$ cat src/rtl/button_event_ctrl.sv
`default_nettype none
// ============================================================================
// Module   : button_event_ctrl
// Purpose  : Converts the clean, clk-synchronous level coming out of a button
//            debouncer into single-cycle control events for the clock
//            time-set logic: press, short release, long press, auto-repeat
//            while held, and release. One instance per button.
// Revision : 1.0 - initial release
// ----------------------------------------------------------------------------
// Parameters
//   LONG_CYCLES   : cycles the button must stay held after the press pulse
//                   before the long-press event fires (min 2)
//   REPEAT_CYCLES : auto-repeat period while in the held state (min 2)
//   CNT_W         : counter width, 2**CNT_W > max(LONG_CYCLES, REPEAT_CYCLES)
// Ports
//   clk           : in  - system clock, rising edge
//   rst           : in  - asynchronous reset, active low
//   btn           : in  - debounced button level, synchronous to clk
//   rpt_en        : in  - enables auto-repeat pulses while held
//   press_pulse   : out - one-cycle pulse on a new press
//   short_pulse   : out - one-cycle pulse on release before long threshold
//   long_pulse    : out - one-cycle pulse when the long threshold is reached
//   repeat_pulse  : out - one-cycle auto-repeat pulse
//   release_pulse : out - one-cycle pulse on any release after a press
//   held          : out - level, high while the button counts as pressed
// ============================================================================
module button_event_ctrl #(
    parameter int LONG_CYCLES   = 100_000_000,
    parameter int REPEAT_CYCLES = 20_000_000,
    parameter int CNT_W         = 27
) (
    input  logic clk,
    input  logic rst,
    input  logic btn,
    input  logic rpt_en,
    output logic press_pulse,
    output logic short_pulse,
    output logic long_pulse,
    output logic repeat_pulse,
    output logic release_pulse,
    output logic held
);

    // ------------------------------------------------------------------------
    // State encoding
    // ------------------------------------------------------------------------
    localparam logic [1:0] ST_IDLE    = 2'd0;
    localparam logic [1:0] ST_PRESSED = 2'd1;
    localparam logic [1:0] ST_HELD    = 2'd2;

    // Terminal counts: the counter runs 0..N-1, so the event fires on the
    // N-th qualifying edge after the counter was cleared.
    localparam logic [CNT_W-1:0] LONG_LAST   = CNT_W'(LONG_CYCLES - 1);
    localparam logic [CNT_W-1:0] REPEAT_LAST = CNT_W'(REPEAT_CYCLES - 1);
    localparam logic [CNT_W-1:0] CNT_ONE     = CNT_W'(1);

    // ------------------------------------------------------------------------
    // Internal signals
    // ------------------------------------------------------------------------
    logic [1:0]       state;
    logic [1:0]       state_nxt;
    logic [CNT_W-1:0] cnt;
    logic [CNT_W-1:0] cnt_nxt;
    logic             btn_prev;
    logic             rise;
    logic             long_hit;
    logic             repeat_hit;

    logic             press_nxt;
    logic             short_nxt;
    logic             long_nxt;
    logic             repeat_nxt;
    logic             release_nxt;
    logic             held_nxt;

    // btn_prev resets to 1 so a button already down when reset releases
    // produces no rising edge; it has to go up and down again first.
    assign rise       = btn & ~btn_prev;
    assign long_hit   = (cnt == LONG_LAST);
    assign repeat_hit = (cnt == REPEAT_LAST);

    // ------------------------------------------------------------------------
    // State register (state, counter, edge-detect history)
    // ------------------------------------------------------------------------
    always_ff @(posedge clk or negedge rst) begin
        if (!rst) begin
            state    <= ST_IDLE;
            cnt      <= '0;
            btn_prev <= 1'b1;
        end else begin
            state    <= state_nxt;
            cnt      <= cnt_nxt;
            btn_prev <= btn;
        end
    end

    // ------------------------------------------------------------------------
    // Next-state and counter logic
    // A low button is tested before any threshold so that a release on the
    // threshold edge wins over the long/repeat event.
    // ------------------------------------------------------------------------
    always_comb begin
        state_nxt = state;
        cnt_nxt   = cnt;
        case (state)
            ST_IDLE: begin
                cnt_nxt = '0;
                if (rise) begin
                    state_nxt = ST_PRESSED;
                end
            end
            ST_PRESSED: begin
                if (!btn) begin
                    state_nxt = ST_IDLE;
                    cnt_nxt   = '0;
                end else if (long_hit) begin
                    state_nxt = ST_HELD;
                    cnt_nxt   = '0;
                end else begin
                    cnt_nxt   = cnt + CNT_ONE;
                end
            end
            ST_HELD: begin
                if (!btn) begin
                    state_nxt = ST_IDLE;
                    cnt_nxt   = '0;
                end else if (!rpt_en) begin
                    // Gated repeat restarts a full period once re-enabled.
                    cnt_nxt   = '0;
                end else if (repeat_hit) begin
                    cnt_nxt   = '0;
                end else begin
                    cnt_nxt   = cnt + CNT_ONE;
                end
            end
            default: begin
                state_nxt = ST_IDLE;
                cnt_nxt   = '0;
            end
        endcase
    end

    // ------------------------------------------------------------------------
    // Output decode: values the output registers take on this edge
    // ------------------------------------------------------------------------
    always_comb begin
        press_nxt   = 1'b0;
        short_nxt   = 1'b0;
        long_nxt    = 1'b0;
        repeat_nxt  = 1'b0;
        release_nxt = 1'b0;
        held_nxt    = (state_nxt != ST_IDLE);
        case (state)
            ST_IDLE: begin
                press_nxt = rise;
            end
            ST_PRESSED: begin
                if (!btn) begin
                    short_nxt   = 1'b1;
                    release_nxt = 1'b1;
                end else begin
                    long_nxt    = long_hit;
                end
            end
            ST_HELD: begin
                if (!btn) begin
                    release_nxt = 1'b1;
                end else begin
                    repeat_nxt  = rpt_en & repeat_hit;
                end
            end
            default: begin
                held_nxt = 1'b0;
            end
        endcase
    end

    // ------------------------------------------------------------------------
    // Output registers: every event is a clean one-cycle registered pulse,
    // cleared asynchronously by reset.
    // ------------------------------------------------------------------------
    always_ff @(posedge clk or negedge rst) begin
        if (!rst) begin
            press_pulse   <= 1'b0;
            short_pulse   <= 1'b0;
            long_pulse    <= 1'b0;
            repeat_pulse  <= 1'b0;
            release_pulse <= 1'b0;
            held          <= 1'b0;
        end else begin
            press_pulse   <= press_nxt;
            short_pulse   <= short_nxt;
            long_pulse    <= long_nxt;
            repeat_pulse  <= repeat_nxt;
            release_pulse <= release_nxt;
            held          <= held_nxt;
        end
    end

endmodule
`default_nettype wire

$ cat config.mk
export PLATFORM = sky130hd
export DESIGN_NAME = button_event_ctrl
export DESIGN_NICKNAME = d
export VERILOG_FILES = /design/src/rtl/button_event_ctrl.sv
export SDC_FILE = /design/constraint.sdc
export NUM_CORES = 1
export LEC_CHECK = 0
export BUFFER_PORTS_ARGS = -buffer_cell sky130_fd_sc_hd__buf_2
export CORE_MARGIN = 3
export CORE_UTILIZATION = 60
export DETAILED_ROUTE_END_ITERATION = 8
export PLACE_DENSITY = 0.84
export SLEW_MARGIN = 40
export SYNTH_ARGS = -nofsm -noshare
export SYNTH_HDL_FRONTEND = slang
export SYNTH_SLANG_ARGS = --single-unit
$ cat constraint.sdc
create_clock -name clk -period 5.2 [get_ports clk]
set_input_delay 1.04 -clock clk [delete_from_list [all_inputs] [get_ports clk]]
set_output_delay 1.04 -clock clk [all_outputs]
set_load 0.01 [all_outputs]
==> results of run 1 <==
-- Yosys cell counts, types with 3 or more instances --
library cell                n  area [um^2]
sky130_fd_sc_hd__o31ai_1    8        60.06
sky130_fd_sc_hd__nand3_1   12        60.06
sky130_fd_sc_hd__and2_1     3        18.77
sky130_fd_sc_hd__nor2b_1    3        18.77
sky130_fd_sc_hd__o21ai_0    8        40.04
sky130_fd_sc_hd__nand2_1   11        41.29
sky130_fd_sc_hd__and3_1     4        25.02
sky130_fd_sc_hd__or3_1      5        31.28
sky130_fd_sc_hd__or4_1      8        60.06
sky130_fd_sc_hd__nor2_1     4        15.01
sky130_fd_sc_hd__buf_6      3        33.78
sky130_fd_sc_hd__a22oi_1   12        90.09
sky130_fd_sc_hd__xor2_1    10        87.58
sky130_fd_sc_hd__a21oi_1   14        70.07
sky130_fd_sc_hd__nand4_1    9        56.30
sky130_fd_sc_hd__dfrtp_1   35        875.8
sky130_fd_sc_hd__inv_1      4        15.01
sky130_fd_sc_hd__ha_1       6        75.07
sky130_fd_sc_hd__clkbuf_1   4        15.01
sky130_fd_sc_hd__and4_1     5        43.79
-- per-stage QoR --
step / utilization / hold slack [ps] / power [mW] / std cells / area (um^2)
floorplan: - / 442.4 / 0.3828 / 195 / 1987
global placement: 0.6512 / 470.9 / 0.4062 / 238 / 2021
detailed placement: 0.6565 / 489.2 / 0.4197 / 238 / 2037
CTS: 0.6754 / 502.7 / 0.5735 / 246 / 2096
global route: 0.6810 / 521.1 / 0.6049 / 247 / 2113
finish: 0.6810 / 502.3 / 0.5746 / 247 / 2113
-- final timing paths --
check                                end  slack (ps)  startpoint  cells past startpoint
worst max-delay path             cnt[23]        3010      cnt[4]                      5
worst min-delay path              cnt[0]         500      cnt[0]                      1
worst max register to register   cnt[23]        3010      cnt[4]                      5
worst min register to register    cnt[0]         500      cnt[0]                      1
max in group asynchronous       btn_prev        4240         rst                      1
min in group asynchronous        cnt[19]         620         rst                      1
-- cell families (layout without fill, tap and decap cells) --
| logic type | after synthesis | after routing | share of synthesized area |
|---|---|---|---|
| compound gates | 50 | 50 | 0.1688 |
| fa+ha+maj | 6 | 6 | 0.03778 |
| xor+xnor | 12 | 12 | 0.05290 |
| simple gates | 77 | 77 | 0.2456 |
| buf+inv | 14 | 22 | 0.04092 |
| flops | 36 | 36 | 0.4540 |
-- cell type report --
class,instances,share of cell area
Timing Repair Buffer,10,0.02960
Clock buffer,8,0.02783
Inverter,4,0.007105
Sequential cell,36,0.4269
Multi-Input combinational cell,145,0.4825
Tap cell,44,0.02605
-- sequential cells by signal (all words and copies together) (netlist names) --
signal and count:
btn_prev 1, cnt 27, held 1, long_pulse 1, press_pulse 1, release_pulse 1, repeat_pulse 1, short_pulse 1
state 2
-- cells in the final DEF, fill, tap and decap left out, types with 2 or more instances in the layout --
cell type / n
sky130_fd_sc_hd__a21oi_1: 14
sky130_fd_sc_hd__buf_2: 8
sky130_fd_sc_hd__inv_1: 4
sky130_fd_sc_hd__nor2_1: 4
sky130_fd_sc_hd__nand3_1: 11
sky130_fd_sc_hd__nor4_1: 2
sky130_fd_sc_hd__and3_1: 4
sky130_fd_sc_hd__nor2b_1: 3
sky130_fd_sc_hd__a22oi_1: 12
sky130_fd_sc_hd__clkbuf_1: 2
sky130_fd_sc_hd__and4_1: 5
sky130_fd_sc_hd__xnor2_1: 2
sky130_fd_sc_hd__nand4_1: 9
sky130_fd_sc_hd__ha_1: 6
sky130_fd_sc_hd__dfrtp_1: 35
sky130_fd_sc_hd__o21ai_0: 8
sky130_fd_sc_hd__nor4bb_1: 2
sky130_fd_sc_hd__clkbuf_4: 5
sky130_fd_sc_hd__or3_1: 5
sky130_fd_sc_hd__o31ai_1: 8
sky130_fd_sc_hd__or4_1: 8
sky130_fd_sc_hd__xor2_1: 10
sky130_fd_sc_hd__a21boi_0: 2
sky130_fd_sc_hd__and2_1: 3
sky130_fd_sc_hd__nand2_1: 11
sky130_fd_sc_hd__or2_2: 2
-- per-layer routing --
metal,up-vias,GRT usage
li1,759,-
met1,791,0.2975
met2,81,0.3898
met3,14,0.04991
met4,0,0.1186
met5,-,0
-- worst max-delay path, stage by stage (launching register included) --
cell                      delay (ps)
sky130_fd_sc_hd__dfrtp_1         440
sky130_fd_sc_hd__and4_1          480
sky130_fd_sc_hd__nand4_1         270
sky130_fd_sc_hd__a32oi_4         510
sky130_fd_sc_hd__buf_8           230
sky130_fd_sc_hd__a22oi_1         110
-- power by group through the flow --
stage          combinational, mW  sequential [mW]  clock (mW)
2_1_floorplan             0.0671            0.316           0
3_3_place_gp              0.0943            0.312           0
3_5_place_dp               0.106            0.314           0
4_1_cts                    0.106            0.309       0.159
5_1_grt                    0.124            0.312       0.169
6_report                   0.110            0.308       0.156
==> results, run 1 <==
- After routing, the total negative slack on setup checks comes to 0 ps.
- STA classifies the critical path startpoint as a register.
- In the global route stage, overall resource usage came out at 0.2383.
- Summing every instance area after synthesis gives between 1500 and 2000 um^2.
- The worst setup path is captured at a register.
- The highest clock frequency the design can meet is about 460 MHz.
- The pin count of the biggest net entering global routing is 37.
- The number of inserted filler cells in the final layout is between 200 and 300.
- Counting every sink on the clock net gives 36.
- Buffers placed on the I/O ports in this run total 9.
- The tree is rooted in a sky130_fd_sc_hd__clkbuf_4.
- The standard cell core area is 3103 um^2.
- For this block, wires on met1 add up to ~1700 um.
- During synthesis, Yosys emitted a total of 0 warnings.
- The analysis attributes to net switching a power of 0.1710 mW.
- Once the clock tree was built, the setup fixing pass inserted 0 buffers.
- The share of the Yosys chip area taken by registers is 0.4540.
- The die is 63.55 um tall.
- In this run the static leakage power is 0.8321 nW.
- The first global-routing pass estimated 7479 um of wire.
- The share of total power in sequential cells is 0.536.
- At the later pin of the worst-skew pair, clock insertion delay measures 350 ps.
- The initial utilization of the core area, before any placement, comes to 0.6403.
- Timing analysis after detailed placement gives a worst setup slack of 2678 ps.
- The met2 layer wire length in the routed design is 2184 um.
- The quantity of hold-fixing buffers added after cts is 0.
- Clock tree synthesis inserted a total of 5 buffers.
- The I/O pin total is 10.
- The TritonCTS clock tree is done.
- Counting flops with a built-in enable in the synthesized netlist gives 0.
- The required time at the endpoint of the critical path is 5400 ps.
- The count of cell types in the netlist is 42.
- The number of antenna violations at the first check in global routing is 0.
- Of the available clock period, the critical path in the final layout requires 0.4205.
- The combinational fraction of design power is 0.192.
- The post-detailed-route wirelength per cell is 17.45 um.
- Once detailed placement completed, the half-perimeter wirelength came to 2919 um.
- The type of the worst setup path is register to register.
- In this run the horizontal extent of the chip is 63.55 um.
- The final antenna-violating net count is 0.
- The final count of pins violating max slew came to 0.
- The overall overflow remaining after global route is 0.
- Setup repair after global routing left no endpoint under its margin.
- The amount of wire on met3 after detailed routing is 312 um.
- When the netlist entered floorplanning its net count stood at 205.
- The via count of the first global-routing pass is between 1.5k and 2k.
- The DRC violation count after routing is 0.
- The number of placement rows is 20.
- The data arrival time of the critical path is roughly 2400 ps.
- The internal power consumption is 0.4036 mW.
- The transition time at the pin with the least slew margin is 557.6 ps.
- The first routing iteration left 140 violations.
- The number of buffers on the longest clock path is 2.
- The final wirelength is 4310 um.
- The run finished with clean final reports.
- Of the cells placed in the final design, the portion with a size suffix greater than 1 is 0.1281.
- The number of endpoints with negative hold slack in the final report is 0.
- The clock period minus worst slack is 2186 ps.
- The worst slew margin relative to its limit is 0.6278.
- Summing all multi-input logic gate instances after layout gives between 1000 and 1500 um^2.
- The worst path meets setup with roughly 3000 ps of slack.
- Compared with the post-synthesis result, the final layout area differs by 6.360%.
- The clock edge transition at the registers on the reported setup and hold paths is 100 ps.
- The peak ir drop on the vdd network is 191.7 uV.
- The detail-routed via count per cell is about 6.7.
- Setup violations remaining at the end of the flow were counted as 0.
- The share of total power dissipated in the clock network is 0.272.
- The post-synthesis sequential element count is 36.
- In this run the power density over the cells is approximately 270 nW/um^2.
- Of the total power, the share spent switching nets is 0.2976.
- The tightest min-delay check is of the register to register type.
- The final estimated routing congestion in global placement is just under 0.9.
- Synthesis produced a netlist whose cell count is 195.
- The highest metal layer carrying signal wires in the routed design is met4.
- The number of vias in the routed layout is 1645.
- Among all flip-flop cells after synthesis, the most frequent one is sky130_fd_sc_hd__dfrtp_1.
- The tool flagged a number of max-cap violations equal to 0.
- The detailed-router iteration count before antenna repair is 5.
- The post-layout net count is about 210.
- The floorplan step defined a die boundary enclosing 4038 um^2.
- The post-cts repair resize count is 0.
- The H-tree depth is 2.
- The share of flip-flops with an asynchronous set or reset is 1.000.
- Across the routed clock network, the largest skew measured is 5.204 ps.
- Across the whole layout, storage elements account for 902.1 um^2.
- The count of inserted antenna diode cells is 0.
- In this run the mean area of a mapped cell was 10.19 um^2.
- The largest driver fanout on the critical path is 17.
No activity file was read; power rests on OpenSTA's default activity.
==> run 2: changes to the inputs <==
--- a/config.mk
+++ b/config.mk
@@ -7,9 +7,9 @@
 export LEC_CHECK = 0
 export BUFFER_PORTS_ARGS = -buffer_cell sky130_fd_sc_hd__buf_2
 export CORE_MARGIN = 3
-export CORE_UTILIZATION = 60
+export CORE_UTILIZATION = 54
 export DETAILED_ROUTE_END_ITERATION = 8
-export PLACE_DENSITY = 0.84
+export PLACE_DENSITY = 0.8
 export SLEW_MARGIN = 40
 export SYNTH_ARGS = -nofsm -noshare
 export SYNTH_HDL_FRONTEND = slang
==> constraint.sdc (replaced) <==
create_clock -name clk -period 1.8 [get_ports clk]
set_input_delay 0.36 -clock clk [delete_from_list [all_inputs] [get_ports clk]]
set_output_delay 0.36 -clock clk [all_outputs]
set_load 0.01 [all_outputs]
==> results, run 2 (synthesis results as in run 1) <==
- Status: finished clean (unchanged).
- The transition time at the pin with the least slew margin was 434.2 ps (was 557.6 ps).
- Setup repair after global routing missed its margin: true (was false).
- The I/O pin total came to 10 (unchanged).
- The later-pin clock latency in the skew report came to 280 ps (was 350 ps).
- The floorplan die area is 4444 um^2 (was 4038 um^2).
- The via count of the first global-routing pass is 1621 (was 1567).
- The quantity of hold-fixing buffers added after cts is 0 (unchanged).
- The final wirelength is 4261 um (was 4310 um).
- The first-pass GRT wire length came to 7314 um (was 7479 um).
- The number of endpoints with negative hold slack in the final report is 0 (unchanged).
- The share of post-route cells with drive strength above 1 is 0.2093 (was 0.1281).
- The data arrival time of the critical path came to 1970 ps (was 2390 ps).
- The slack of the worst reg-to-reg path is 20 ps (was 3010 ps).
- The number of max-cap violations was 0 (unchanged).
- The post-layout net count is 224 (was 212).
- The clock period minus worst slack is 1780 ps (was 2186 ps).
- The most common cell after layout, fill and taps aside was sky130_fd_sc_hd__dfrtp_1 (unchanged).
- The accumulated negative setup slack came to 0 ps (unchanged).
- The number of placement rows is 21 (was 20).
- The initial core utilization came to 0.5772 (was 0.6403).
- The post-detailed-route wirelength per cell is 16.33 um (was 17.45 um).
- The layout-stage area growth over the synthesis result is 12.97% (was 6.360%).
- The register bank with the most flops is cnt (unchanged).
- The final antenna-violating net count was 0 (unchanged).
- The DRC violation count after routing came to 0 (unchanged).
- The TritonCTS clock tree is done (unchanged).
- The overall overflow remaining after global route is 0 (unchanged).
- The internal power consumption is 1.302 mW (was 0.4036 mW).
- The number of flip-flops under the largest register name is 27 (unchanged).
- The number of inserted filler cells in the final layout is 270 (was 262).
- The detail-routed via count per cell is 6.487 (was 6.660).
- The pre-CTS worst setup slack is 20.52 ps (was 2678 ps).
- The leakage power of the design is 0.9178 nW (was 0.8321 nW).
- The HPWL after detailed placement is 3023 um (was 2919 um).
- The reg-to-reg startpoint is cnt[19] (was cnt[4]).
- The count of clock tree sinks is 36 (unchanged).
- The total net switching power came to 0.4933 mW (was 0.1710 mW).
- The worst slew margin relative to its limit is 0.7105 (was 0.6278).
- The peak ir drop on the vdd network is 577.3 uV (was 191.7 uV).
- The clock edge transition at the registers on the reported setup and hold paths is 70 ps (was 100 ps).
- The largest stage delay on the critical path is 450 ps (was 510 ps).
- The pin count of the biggest net entering global routing is 37 (unchanged).
- The worst hold-check path type was input port to async pin (was register to register).
- The sort of element at the start of the critical path is a register (unchanged).
- The post-cts repair resize count was 0 (unchanged).
- The setup violation total in the final timing report came to 0 (unchanged).
- Biggest regs: cnt (27), state (2) (unchanged).
- The detailed-router iteration count before antenna repair came to 5 (unchanged).
- The clock power share is 0.320 (was 0.272).
- The combinational fraction of design power was 0.192 (about the same).
- The quantity of I/O buffers inserted on ports is 9 (unchanged).
- The path depth of the worst reg2reg path is 4 (was 5).
- The number of antenna violations at the first check in global routing is 0 (unchanged).
- The final clock period utilization by the worst path is 0.9888 (was 0.4205).
- The final worst setup slack was 20.19 ps (was 3014 ps).
- The total power is 1.796 mW (was 0.5746 mW).
- The final count of pins violating max slew is 0 (unchanged).
- The number of vias in the routed layout is 1693 (was 1645).
- The buffer count from post-CTS setup fixing is 0 (unchanged).
- The number of buffers on the longest clock path was 2 (unchanged).
- The share of total power in sequential cells is 0.488 (was 0.536).
- The standard cell with the maximum stage delay on the critical path is sky130_fd_sc_hd__dfrtp_1 (was sky130_fd_sc_hd__a32oi_4).
- The standard cell core area is 3442 um^2 (was 3103 um^2).
- The horizontal die dimension is 66.66 um (was 63.55 um).
- The setup skew after layout is 6.696 ps (was 5.204 ps).
- The largest driver fanout on the critical path is 7 (was 17).
- The CTS buffer count is 5 (unchanged).
- The highest clock frequency the design can meet is 561.9 MHz (was 457.4 MHz).
- The required time at the endpoint of the critical path is 2000 ps (was 5400 ps).
- The H-tree depth is 2 (unchanged).
- The switching portion of total power is 0.2747 (was 0.2976).
- The total routing usage reported by global routing is 0.2169 (was 0.2383).
- The number of DRC markers after the initial detailed-route iteration is 200 (was 140).
- The final estimated routing congestion in global placement is 0.8892 (was 0.8674).
- Most frequent cells in the layout: sky130_fd_sc_hd__dfrtp_1 (35), sky130_fd_sc_hd__a21oi_1 (14), sky130_fd_sc_hd__buf_4 (13), sky130_fd_sc_hd__a22oi_1 (12), sky130_fd_sc_hd__nand3_1 (11) (was sky130_fd_sc_hd__dfrtp_1 (35), sky130_fd_sc_hd__a21oi_1 (14), sky130_fd_sc_hd__a22oi_1 (12), sky130_fd_sc_hd__nand3_1 (11), sky130_fd_sc_hd__nand2_1 (11)).
- The die boundary height is 66.66 um (was 63.55 um).
- The total power density per cell area is 800.0 nW/um^2 (was 271.9 nW/um^2).
- The count of inserted antenna diode cells came to 0 (unchanged).
- The type of the worst setup path is register to register (unchanged).
- The critical path capture point type is a register (unchanged).
- The root buffer selected by CTS is sky130_fd_sc_hd__clkbuf_8 (was sky130_fd_sc_hd__clkbuf_4).
- The end of the worst register-to-register path is state[1] (was cnt[23]).
- Series of cell instances along the critical path: nor4b_1 > nand4_1 > or3_1 > a21oi_1 (was and4_1 > nand4_1 > a32oi_4 > buf_8 > a22oi_1).
-- run 2: cell types whose count changed in the layout (fill, tap and decap cells not counted), moves of 2 or more --
cell,previous run,this run
sky130_fd_sc_hd__clkbuf_8,1,6
sky130_fd_sc_hd__and4_4,1,3
sky130_fd_sc_hd__buf_4,1,13
sky130_fd_sc_hd__clkbuf_4,5,0
sky130_fd_sc_hd__and4_1,5,2
sky130_fd_sc_hd__nor4bb_1,2,0
sky130_fd_sc_hd__nor4bb_2,0,2
-- run 2: worst max-delay path by stage --
stage	startpoint	endpoint	slack (ps)	cells after the start
after floorplan	cnt[0]	cnt[0]	20	7
after global placement	cnt[0]	cnt[20]	130	5
after detailed placement	cnt[0]	cnt[24]	20	5
after CTS	cnt[0]	cnt[20]	20	5
after global routing	cnt[19]	state[1]	-80	4
final	cnt[19]	state[1]	20	4
-- run 2: final cells by class --
| cell class | count | area [um^2] | share of cell area |
|---|---|---|---|
| Timing Repair Buffer | 22 | 142.6 | 0.06355 |
| Inverter | 4 | 15.01 | 0.006689 |
| Tap cell | 46 | 57.56 | 0.02564 |
| Multi-Input combinational cell | 145 | 1037 | 0.4621 |
| Sequential cell | 36 | 902.1 | 0.4019 |
| Clock buffer | 8 | 90.09 | 0.04013 |
-- run 2: metal layers --
layer / track usage / wire length [um]
met4: 0.08629 / 87
met5: 0 / 0
met2: 0.3626 / 2155
met3: 0.04722 / 243
met1: 0.2708 / 1774
-- run 2: critical path: cells and delay by family (launching register included) --
family             cells  cell delay [ps]
DFF                    1              450
and+or+nand+nor        3             1040
AOI/OAI and AO/OA      1              200
-- run 2: power groups by stage --
stage	logic, mW	registers (mW)	clock network, mW
after floorplan	0.193	0.912	0
after global placement	0.323	0.890	0
after detailed placement	0.345	0.892	0
after CTS	0.345	0.877	0.578
after global routing	0.387	0.883	0.615
final	0.344	0.876	0.575
-- run 2: metrics by stage --
| step | std cells | util | instance area, um^2 | hold WS [ps] |
|---|---|---|---|---|
| 2_1_floorplan | 195 | - | 1987 | 64.41 |
| 3_3_place_gp | 253 | 0.6161 | 2121 | 414.1 |
| 3_5_place_dp | 253 | 0.6161 | 2121 | 418.0 |
| 4_1_cts | 261 | 0.6423 | 2211 | 116.4 |
| 5_1_grt | 261 | 0.6521 | 2245 | 140.8 |
| 6_report | 261 | 0.6521 | 2245 | 99.29 |
==> run 3: changes to the inputs <==
--- a/config.mk
+++ b/config.mk
@@ -5,11 +5,12 @@
 export SDC_FILE = /design/constraint.sdc
 export NUM_CORES = 1
 export LEC_CHECK = 0
+export ABC_AREA = 1
 export BUFFER_PORTS_ARGS = -buffer_cell sky130_fd_sc_hd__buf_2
 export CORE_MARGIN = 3
-export CORE_UTILIZATION = 54
+export CORE_UTILIZATION = 43
 export DETAILED_ROUTE_END_ITERATION = 8
-export PLACE_DENSITY = 0.8
+export PLACE_DENSITY_LB_ADDON = 0.05
 export SLEW_MARGIN = 40
 export SYNTH_ARGS = -nofsm -noshare
 export SYNTH_HDL_FRONTEND = slang
==> results, run 3 <==
- The clock period minus worst slack came to 1598 ps (was 1780 ps).
- The average cell area after synthesis is 7.535 um^2 (was 10.19 um^2).
- The worst slack on hold paths is 233.6 ps (was 99.29 ps).
- Setup repair after global routing missed its margin: false (was true).
- The quantity of I/O buffers inserted on ports is 9 (unchanged).
- The data arrival time of the critical path is 1770 ps (was 1970 ps).
- The total power was 1.749 mW (was 1.796 mW).
- The cell taking the most area after synthesis is sky130_fd_sc_hd__dfrtp_1 (unchanged).
- The setup violation total in the final timing report is 0 (unchanged).
- The buffer count from post-CTS setup fixing is 0 (unchanged).
- The final wirelength was 4273 um (was 4261 um).
- The most common cell after layout, fill and taps aside was sky130_fd_sc_hd__nand2_1 (was sky130_fd_sc_hd__dfrtp_1).
- The post-synthesis cell area is 2034 um^2 (was 1987 um^2).
- The clock edge transition at the registers on the reported setup and hold paths came to 80 ps (was 70 ps).
- The number of antenna violations at the first check in global routing is 0 (unchanged).
- The number of DRC markers after the initial detailed-route iteration is 81 (was 200).
- The horizontal die dimension is 74.79 um (was 66.66 um).
- The first-pass GRT wire length is 7176 um (was 7314 um).
- The final antenna-violating net count is 0 (unchanged).
- The post-layout net count is 298 (was 224).
- The number of flops mapped to enable cells by yosys is 0 (unchanged).
- The dominant register cell in the synthesized netlist is sky130_fd_sc_hd__dfrtp_1 (unchanged).
- The number of endpoints with negative hold slack in the final report is 0 (unchanged).
- The CTS buffer count is 5 (unchanged).
- The H-tree depth is 2 (unchanged).
- The post-detailed-route wirelength per cell is 12.53 um (was 16.33 um).
- The count of clock tree sinks is 36 (unchanged).
- The count of inserted antenna diode cells came to 0 (unchanged).
- The layout-stage area growth over the synthesis result is 11.62% (was 12.97%).
- The root buffer selected by CTS was sky130_fd_sc_hd__clkbuf_8 (unchanged).
- The category of cells accounting for the largest share of critical-path delay is simple AND/OR/NAND/NOR gates (unchanged).
- The fraction of the yosys area taken by sequential cells was 0.4434 (was 0.4540).
- The final count of pins violating max slew is 0 (unchanged).
- The I/O pin total is 10 (unchanged).
- The via count of the first global-routing pass is 1559 (was 1621).
- The post-synthesis sequential element count is 36 (unchanged).
- Biggest regs: cnt (27), state (2) (unchanged).
- The number of flip-flops under the largest register name was 27 (unchanged).
- The share of post-route cells with drive strength above 1 was 0.1107 (was 0.2093).
- The overall overflow remaining after global route came to 0 (unchanged).
- The transition time at the pin with the least slew margin is 415.3 ps (was 434.2 ps).
- The later-pin clock latency in the skew report came to 290 ps (was 280 ps).
- The worst slew margin relative to its limit is 0.7231 (was 0.7105).
- The highest clock frequency the design can meet was 625.9 MHz (was 561.9 MHz).
- The HPWL after detailed placement is 3320 um (was 3023 um).
- The peak ir drop on the vdd network is 483.4 uV (was 577.3 uV).
- The standard cell with the maximum stage delay on the critical path is sky130_fd_sc_hd__dfrtp_1 (unchanged).
- The number of max-cap violations is 0 (unchanged).
- The accumulated negative setup slack is 0 ps (unchanged).
- The setup skew after layout is 8.730 ps (was 6.696 ps).
- The final worst setup slack is 202.3 ps (was 20.19 ps).
- The register bank with the most flops is cnt (unchanged).
- The required time at the endpoint of the critical path is 1970 ps (was 2000 ps).
- The number of vias in the routed layout was 1653 (was 1693).
- The gate count of the mapped netlist came to 270 (was 195).
- The die boundary height is 74.79 um (was 66.66 um).
- The detailed-router iteration count before antenna repair is 4 (was 5).
- The number of nets produced by synthesis was 280 (was 205).
- By instance count, the cell type seen most on the critical path is sky130_fd_sc_hd__nand2_1.
- The sort of element at the start of the critical path was a register (unchanged).
- The count of cell types in the netlist is 24 (was 42).
- The pin count of the biggest net entering global routing came to 27 (was 37).
- The floorplan die area came to 5593 um^2 (was 4444 um^2).
- The final core area utilization was 0.5076 (was 0.6521).
- The DRC violation count after routing is 0 (unchanged).
- The largest stage delay on the critical path is 350 ps (was 450 ps).
- Most frequent cells after synthesis: sky130_fd_sc_hd__nand2_1 (68), sky130_fd_sc_hd__nor2_1 (59), sky130_fd_sc_hd__inv_1 (36), sky130_fd_sc_hd__dfrtp_1 (35) (was sky130_fd_sc_hd__dfrtp_1 (35), sky130_fd_sc_hd__a21oi_1 (14), sky130_fd_sc_hd__a22oi_1 (12), sky130_fd_sc_hd__nand3_1 (12), sky130_fd_sc_hd__nand2_1 (11)).
- The largest driver fanout on the critical path is 26 (was 7).
- The number of buffers and inverters on the critical path is 0 (unchanged).
- The final clock period utilization by the worst path was 0.8876 (was 0.9888).
- The total power density per cell area came to 770.4 nW/um^2 (was 800.0 nW/um^2).
- The pre-CTS worst setup slack was 114.7 ps (was 20.52 ps).
- The detail-routed via count per cell is 4.848 (was 6.487).
- The count of yosys warnings during synthesis is 0 (unchanged).
- The leakage power of the design is 1.034 nW (was 0.9178 nW).
- Status: finished clean (unchanged).
- The final estimated routing congestion in global placement is 0.8543 (was 0.8892).
- The type of the worst setup path is register to register (unchanged).
- The total routing usage reported by global routing is 0.1722 (was 0.2169).
- Series of cell instances along the critical path: ha_1 > nand2_1 > nor2_1 > nand2_2 > nor2_2 > nand2_1 > nand2_1 > nand2_2 > nand2_8 > nor2_1 (was nor4b_1 > nand4_1 > or3_1 > a21oi_1).
- The number of placement rows is 24 (was 21).
- The fraction of post-synthesis cell area in the top cell type by area is 0.4305 (was 0.4408).
- The critical path capture point type is a register (unchanged).
- The standard cell core area is 4474 um^2 (was 3442 um^2).
- Top cells by area in the synthesized netlist: sky130_fd_sc_hd__dfrtp_1 (43%), sky130_fd_sc_hd__nand2_1 (13%), sky130_fd_sc_hd__nor2_1 (11%) (was sky130_fd_sc_hd__dfrtp_1 (44%), sky130_fd_sc_hd__a22oi_1 (4.5%), sky130_fd_sc_hd__xor2_1 (4.4%)).
- The share of flip-flops with an asynchronous set or reset is 1.000 (unchanged).
- The TritonCTS clock tree was done (unchanged).
- The worst hold-check path type is input port to register (was input port to async pin).
- The most frequent cell after synthesis is sky130_fd_sc_hd__nand2_1 (was sky130_fd_sc_hd__dfrtp_1).
- The initial core utilization was 0.4547 (was 0.5772).
- Most frequent cells in the layout: sky130_fd_sc_hd__nand2_1 (68), sky130_fd_sc_hd__nor2_1 (58), sky130_fd_sc_hd__inv_1 (36), sky130_fd_sc_hd__dfrtp_1 (35) (was sky130_fd_sc_hd__dfrtp_1 (35), sky130_fd_sc_hd__a21oi_1 (14), sky130_fd_sc_hd__buf_4 (13), sky130_fd_sc_hd__a22oi_1 (12), sky130_fd_sc_hd__nand3_1 (11)).
- The number of buffers on the longest clock path was 2 (unchanged).
[run 3: cell families (layout without fill, tap and decap cells)]
kind of cell,Yosys count,count (layout),share of synthesized area
buf+inv,39,58,0.07933
compound gates,8,8,0.02152
xor+xnor,17,17,0.07318
fa+ha+maj,6,6,0.03690
flops,36,36,0.4434
simple gates,164,164,0.3456
[run 3: report_power, final]
group | switching (mW) | internal, mW
Clock | 0.294 | 0.305
Sequential | 0.0175 | 0.848
Combinational | 0.189 | 0.0963
[run 3: through the flow]
| step | instances | cell area [um^2] |
|---|---|---|
| final | 341 | 2271 |
| after global placement | 332 | 2157 |
| after detailed placement | 332 | 2157 |
| after global routing | 341 | 2271 |
| after CTS | 341 | 2260 |
| after floorplan | 270 | 2034 |
[run 3: path summary, 6_finish.rpt]
path / startpoint / endpoint / cells after the start / slack [ps]
worst min-delay path: btn / btn_prev / 1 / 230
min in group asynchronous: rst / cnt[25] / 2 / 530
max in group asynchronous: rst / state[1] / 3 / 830
worst max-delay path: cnt[0] / cnt[14] / 10 / 200
worst min register to register: cnt[0] / cnt[0] / 2 / 550
worst max register to register: cnt[0] / cnt[14] / 10 / 200
[run 3: repair_timing]
action                     4_1_cts  5_1_grt
setup endpoints to repair        0       26
gates resized for setup          0        2
hold buffers                     1        0
hold endpoints to repair         5        0
[run 3: per-layer routing]
layer | part of all wire | global-route usage | vias to the layer above
met3 | 0.045 | 0.04406 | 7
li1 | - | - | 863
met4 | 0.022 | 0.07115 | 0
met5 | 0 | 0 | -
met2 | 0.44 | 0.2605 | 32
met1 | 0.50 | 0.2345 | 751
[run 3: worst reg2reg max path, stage by stage (launching register included)]
cell                      delay, ps
sky130_fd_sc_hd__dfrtp_1        350
sky130_fd_sc_hd__ha_1           190
sky130_fd_sc_hd__nand2_1         70
sky130_fd_sc_hd__nor2_1         120
sky130_fd_sc_hd__nand2_2         90
sky130_fd_sc_hd__nor2_2         140
sky130_fd_sc_hd__nand2_1         80
sky130_fd_sc_hd__nand2_1         80
sky130_fd_sc_hd__nand2_2        100
sky130_fd_sc_hd__nand2_8        170
sky130_fd_sc_hd__nor2_1          80
[run 3: area by class of cell]
type | instances | area [um^2]
fillers | 472 | 2203
multi-input cells | 195 | 982.2
flip-flops and latches | 36 | 902.1
inverters | 37 | 138.9
repair buffers | 13 | 90.09
clock buffers | 6 | 82.58
well taps | 52 | 65.06
clock inverters | 2 | 10.01
